--- config.mk ---
export PLATFORM = sky130hd
export DESIGN_NAME = fpm_issue_ctrl
export DESIGN_NICKNAME = d
export VERILOG_FILES = /design/src/rtl/fpm_pkg.sv /design/src/rtl/fpm_res_fifo.sv /design/src/rtl/fpm_issue_ctrl.sv
export SDC_FILE = /design/constraint.sdc
export NUM_CORES = 1
export LEC_CHECK = 0
export CORE_ASPECT_RATIO = 0.8
export CORE_MARGIN = 3
export CORE_UTILIZATION = 35
export DETAILED_ROUTE_END_ITERATION = 8
export PLACE_DENSITY = 0.5
export SETUP_SLACK_MARGIN = 0.2
export SYNTH_ARGS = -nofsm -noshare
export SYNTH_HDL_FRONTEND = slang
export SYNTH_SLANG_ARGS = --single-unit
--- constraint.sdc ---
create_clock -name clk_i -period 5.7 [get_ports clk_i]
set_clock_uncertainty 0.1 [all_clocks]
set_input_delay 1.14 -clock clk_i [delete_from_list [all_inputs] [get_ports clk_i]]
set_output_delay 1.14 -clock clk_i [all_outputs]
set_load 0.01 [all_outputs]
--- src/rtl/fpm_pkg.sv ---
// Shared definitions for the FP multiplier issue/retire controller.
package fpm_pkg;

    localparam int LAT_FPM   = 7;
    localparam int DEPTH_FPM = 8;
    localparam int TAG_W_FPM = 4;
    localparam int RES_W     = 32;

    typedef struct packed {
        logic        sign;
        logic [7:0]  exp;
        logic [22:0] mant;
    } fpm_res_t;

    typedef logic [TAG_W_FPM-1:0] fpm_tag_t;

    // Assembles a packed result word from its IEEE-754 single-precision fields.
    function automatic fpm_res_t fpm_pack(input logic sign, input logic [7:0] exp,
                                          input logic [22:0] mant);
        fpm_res_t r;
        r.sign = sign;
        r.exp  = exp;
        r.mant = mant;
        return r;
    endfunction

endpackage

--- src/rtl/fpm_res_fifo.sv ---
// Result FIFO for the FP multiplier pipeline: DEPTH entries, wrap-at-DEPTH
// pointers (any DEPTH >= 1), separate occupancy count, combinational head.
module fpm_res_fifo
    import fpm_pkg::*;
#(
    parameter int DEPTH = 8,
    parameter int WIDTH = 36,
    localparam int CNT_W = $clog2(DEPTH + 1)
) (
    input  logic             clk_i,
    input  logic             rst_i,
    input  logic             push_i,
    input  logic [WIDTH-1:0] data_i,
    input  logic             pop_i,
    output logic             valid_o,
    output logic [WIDTH-1:0] data_o,
    output logic [CNT_W-1:0] count_o
);

    localparam int PTR_W = (DEPTH > 1) ? $clog2(DEPTH) : 1;
    localparam logic [PTR_W-1:0] LAST_PTR = PTR_W'(DEPTH - 1);
    localparam logic [CNT_W-1:0] FULL_CNT = CNT_W'(DEPTH);

    logic [WIDTH-1:0] mem_q [DEPTH];
    logic [PTR_W-1:0] wrPtr_q, wrPtr_d;
    logic [PTR_W-1:0] rdPtr_q, rdPtr_d;
    logic [CNT_W-1:0] count_q, count_d;
    logic             full;
    logic             doPush;
    logic             doPop;

    // Pointers wrap explicitly so non-power-of-two depths never index past the end.
    function automatic logic [PTR_W-1:0] ptrInc(input logic [PTR_W-1:0] p);
        return (p == LAST_PTR) ? '0 : p + PTR_W'(1);
    endfunction

    // Next-state for pointers and count; a push into a full FIFO only lands when a pop frees the head.
    always_comb begin
        full    = (count_q == FULL_CNT);
        doPop   = pop_i && (count_q != '0);
        doPush  = push_i && (!full || doPop);
        wrPtr_d = doPush ? ptrInc(wrPtr_q) : wrPtr_q;
        rdPtr_d = doPop  ? ptrInc(rdPtr_q) : rdPtr_q;
        count_d = count_q;
        if (doPush && !doPop) begin
            count_d = count_q + CNT_W'(1);
        end else if (doPop && !doPush) begin
            count_d = count_q - CNT_W'(1);
        end
    end

    // Pointer and count registers, cleared by reset.
    always_ff @(posedge clk_i) begin
        if (rst_i) begin
            wrPtr_q <= '0;
            rdPtr_q <= '0;
            count_q <= '0;
        end else begin
            wrPtr_q <= wrPtr_d;
            rdPtr_q <= rdPtr_d;
            count_q <= count_d;
        end
    end

    // Storage array; contents need no reset because count gates visibility.
    always_ff @(posedge clk_i) begin
        if (doPush) begin
            mem_q[wrPtr_q] <= data_i;
        end
    end

    assign valid_o = (count_q != '0);
    assign data_o  = mem_q[rdPtr_q];
    assign count_o = count_q;

    noOverflow: assert property (@(posedge clk_i) disable iff (rst_i)
        !(push_i && full && !pop_i));

endmodule

--- src/rtl/fpm_issue_ctrl.sv ---
// Issue/retire controller for the 7-stage FP multiplier: credit-based
// admission, validity/tag tracking alongside the datapath, result FIFO.
module fpm_issue_ctrl
    import fpm_pkg::*;
#(
    parameter int LAT   = fpm_pkg::LAT_FPM,
    parameter int DEPTH = fpm_pkg::DEPTH_FPM,
    parameter int TAG_W = fpm_pkg::TAG_W_FPM,
    parameter int RES_W = fpm_pkg::RES_W,
    localparam int OCC_W = $clog2(DEPTH + 1)
) (
    input  logic             clk_i,
    input  logic             rst_i,
    input  logic             in_valid_i,
    input  logic [TAG_W-1:0] in_tag_i,
    output logic             in_ready_o,
    output logic             issue_o,
    input  logic [RES_W-1:0] pipe_res_i,
    output logic             out_valid_o,
    output logic [RES_W-1:0] out_res_o,
    output logic [TAG_W-1:0] out_tag_o,
    input  logic             out_ready_i,
    output logic [OCC_W-1:0] occ_o,
    output logic             busy_o
);

    localparam logic [OCC_W-1:0] OCC_MAX = OCC_W'(DEPTH);

    logic [OCC_W-1:0]       occ_q, occ_d;
    logic [LAT:1]           vld_q;
    logic [TAG_W-1:0]       tg_q [1:LAT];
    logic                   popHead;
    logic [OCC_W-1:0]       fifoCount;
    logic [RES_W+TAG_W-1:0] fifoHead;

    // Every accepted op holds a credit until popped, so occ bounds FIFO fill.
    assign in_ready_o = !rst_i && (occ_q < OCC_MAX);
    assign issue_o    = in_valid_i && in_ready_o;
    assign popHead    = out_valid_o && out_ready_i;

    // Credit counter: issue takes one, pop returns one, both together cancel.
    always_comb begin
        occ_d = occ_q;
        if (issue_o && !popHead) begin
            occ_d = occ_q + OCC_W'(1);
        end else if (popHead && !issue_o) begin
            occ_d = occ_q - OCC_W'(1);
        end
    end

    // Credit register.
    always_ff @(posedge clk_i) begin
        if (rst_i) begin
            occ_q <= '0;
        end else begin
            occ_q <= occ_d;
        end
    end

    // Valid/tag shadow of the free-running datapath stages; reset discards in-flight ops.
    always_ff @(posedge clk_i) begin
        if (rst_i) begin
            vld_q <= '0;
            for (int k = 1; k <= LAT; k++) begin
                tg_q[k] <= '0;
            end
        end else begin
            vld_q[1] <= issue_o;
            tg_q[1]  <= in_tag_i;
            for (int k = 2; k <= LAT; k++) begin
                vld_q[k] <= vld_q[k-1];
                tg_q[k]  <= tg_q[k-1];
            end
        end
    end

    fpm_res_fifo #(
        .DEPTH (DEPTH),
        .WIDTH (RES_W + TAG_W)
    ) u_fifo (
        .clk_i   (clk_i),
        .rst_i   (rst_i),
        .push_i  (vld_q[LAT]),
        .data_i  ({pipe_res_i, tg_q[LAT]}),
        .pop_i   (popHead),
        .valid_o (out_valid_o),
        .data_o  (fifoHead),
        .count_o (fifoCount)
    );

    assign out_res_o = fifoHead[RES_W+TAG_W-1:TAG_W];
    assign out_tag_o = fifoHead[TAG_W-1:0];
    assign occ_o     = occ_q;
    assign busy_o    = (occ_q != '0);

    fifoWithinCredit: assert property (@(posedge clk_i) disable iff (rst_i)
        fifoCount <= occ_q);

endmodule

==> metrics.txt <==
Synth Register Bits 340; wire per inst around 20 µm; Post-Syn Instances 596; vias in the first global route slightly above 6000; antenna violation net count after detailed routing 0; vias per cell 4.853; Max Freq between 0.2 and 0.25 GHz; Ys Warns 0; core area 36150 µm²; worst endpoint required time roughly 4.5 ns; Total GRT Usage 0.1267; Final HPWL DP between 10000 and 15000 µm; Setup crit start kind register; Final min period 4.394 ns; top-count cell post-synth edfxtp_1; reg2reg setup slack 2.60 ns; die area 39230 µm²; crit path kind reg2out; main combinational cell family by area after synthesis multiplexers; chip width 220.7 µm; IO Pins 84; Synth Area in Adders 0.01280; DRT iter0 DRCs 335; Critical-path top delay cell dfxtp_4; routed via count just under 6000; worst slew pin tran 1.236 ns; Synth cell types 30; Worst Path Max Fanout 41; register area share after synthesis 0.7507; Placer Congestion around 0.7; RR Startpoint u_fifo.count_o[0]$_SDFFE_PP0P_; initial core utilization 0.3571; syn_area_per_cell 21.66 µm²; CTS root buf clkbuf_16; Max Cap Viol 0; final WL ~24000 µm; Overflow after GRT 0; TritonCTS clock tree built; power per cell area 396.7 nW/µm²; Hold Crit Class reg2reg; CP arrival roughly 3.2 ns; largest net degree at the start of global routing 73; Skew-Pair Late Insertion Delay 0.51 ns; post-synthesis mux area share 0.1789; post-CTS setup buffer count 0; Post-CTS Hold Buffers 0; first-pass GRT wire length 37260 µm; synthesized area roughly 13000 µm²; Die Y between 150 and 200 µm; XOR/XNOR Fraction of Synth Area 0.002714; CTS sink cnt 340; share of the synthesized area in the top cell type 0.6700; share of post-route cells with drive strength above 1 0.1600; initial antenna violation count 0; Net Count, Synth about 650; leakage power 4.990 nW; Worst Setup EP out_res_o[13]; r2r endpoint u_fifo.count_o[3]$_SDFFE_PP0P_; CP Cell Sequence buf_12, mux4_1, mux2_2, clkdlybuf4s50_1; fraction of the mapped netlist area in simple logic gates 0.03422; async set-reset flop share out of synthesis 0; worst rel slew slack 0.1716; Worst VDD drop 0.0001760 V; area leader, netlist edfxtp_1; total power 6.135 mW; worst reg2reg path depth 10; Port Buf Inserts slightly above 80; row cnt 62; router iterations before antenna repair 4; final cycle utilization of the critical path 0.7708; synth-to-layout area growth 19.81%; CTS buffer count 36; synth top area cells edfxtp_1, mux4_1, dfxtp_1; Fin Setup TNS 0 ns; RSZ-0062 raised after global routing false; max incr delay on CP 0.87 ns; Synth Flop Type edfxtp_1; Cells on Worst Hold Path 1; Max Root-Sink Buffers 3; Fin. Hold Viols 0; setup violators final 0; post-cts repair resize count 0; H-tree levels 2; Final nets 755; Slew Limit Fails 0; diodes inserted 0; DR DRC count 0; Critical Path End Type output pin; Compound-Gate Fraction of Synth Area 0.006689; Post-synth EDFFs 288; top cells by count, synth edfxtp_1, mux4_1, dfxtp_1, mux2_2, nor2b_1; status complete, no violations; Clock transition at path regs 0.06 ns
sequential cells by signal, summed over array words and instances (netlist names), named ones only:
| signal | flops |
|---|---|
| u_fifo.rdPtr_q | 3 |
| u_fifo.count_o | 4 |
| occ_o | 4 |
| u_fifo.mem_q | 288 |
| vld_q | 7 |
| tg_q | 28 |
| u_fifo.wrPtr_q | 3 |
final cells by class:
class	instances	area (µm²)
clock buffer	48	998.5
clock inverter	12	108.9
fill	3114	20680
inverter	3	11.26
multi-input combinational	225	3087
sequential	340	9698
tap	480	600.6
timing repair buffer	97	960.9
layout by cell type, fill, tap and decap left out, drive strengths merged:
master / instances
or3: 3
a21oi: 10
ha: 10
or4: 2
mux2i: 2
nor4: 1
mux2: 38
fa: 2
a211oi: 2
nor2: 15
mux4: 72
nand2b: 3
buf: 14
o21ai: 1
and2: 2
nor2b: 36
clkinv: 8
clkdlybuf4s50: 83
nand3b: 1
nor3: 4
xnor2: 2
dfxtp: 52
edfxtp: 288
clkbuf: 48
xor2: 2
bufinv: 2
nand3: 4
inv: 5
nand2: 11
a31oi: 2
routing by layer:
layer,part of all wire,GRT usage,up-vias
li1,-,-,2676
met1,0.45,0.1679,3026
met2,0.50,0.2139,114
met3,0.037,0.02653,32
met4,0.017,0.03277,0
met5,0,0,-
critical path: cells and delay by family, from the launching register on:
family	cells	cell delay [ns]
flip-flops	1	0.87
buffers and inverters	2	0.80
multiplexers	2	0.91
power breakdown:
group	internal, mW	switching, mW	leakage [nW]
logic	0.660	0.410	1.46
clock network	1.31	0.873	0.538
registers	2.73	0.143	2.99
total	4.71	1.43	4.99
cell families after synthesis:
family | Yosys count
flops | 340
mux | 112
simple gates | 82
buf+inv | 31
compound gates | 15
fa+ha+maj | 12
xor+xnor | 4
stage by stage:
step                hold slack (ns)  instance area [µm²]  utilization  setup WS (ns)  cells
finish                       0.3336                15460       0.4278          1.306   1205
global route                 0.3512                15460       0.4278          1.151   1205
CTS                          0.3380                15460       0.4278          1.190   1205
detailed placement           0.3239                14360       0.3972          1.598   1145
global placement             0.3180                14360       0.3972          1.649   1145
floorplan                    0.3138                12910            -         0.2877    596
worst min-delay path by stage:
stage / to / startpoint / slack, ns
4_1_cts: tg_q[0][29]$_SDFF_PP0_ / tg_q[0][25]$_SDFF_PP0_ / 0.34
5_1_grt: tg_q[0][14]$_SDFF_PP0_ / tg_q[0][10]$_SDFF_PP0_ / 0.35
3_3_place_gp: tg_q[0][8]$_SDFF_PP0_ / tg_q[0][4]$_SDFF_PP0_ / 0.32
3_5_place_dp: tg_q[0][29]$_SDFF_PP0_ / tg_q[0][25]$_SDFF_PP0_ / 0.32
2_1_floorplan: tg_q[0][10]$_SDFF_PP0_ / tg_q[0][6]$_SDFF_PP0_ / 0.31
6_report: tg_q[0][29]$_SDFF_PP0_ / tg_q[0][25]$_SDFF_PP0_ / 0.33
Power figures use the tool's default switching activity.
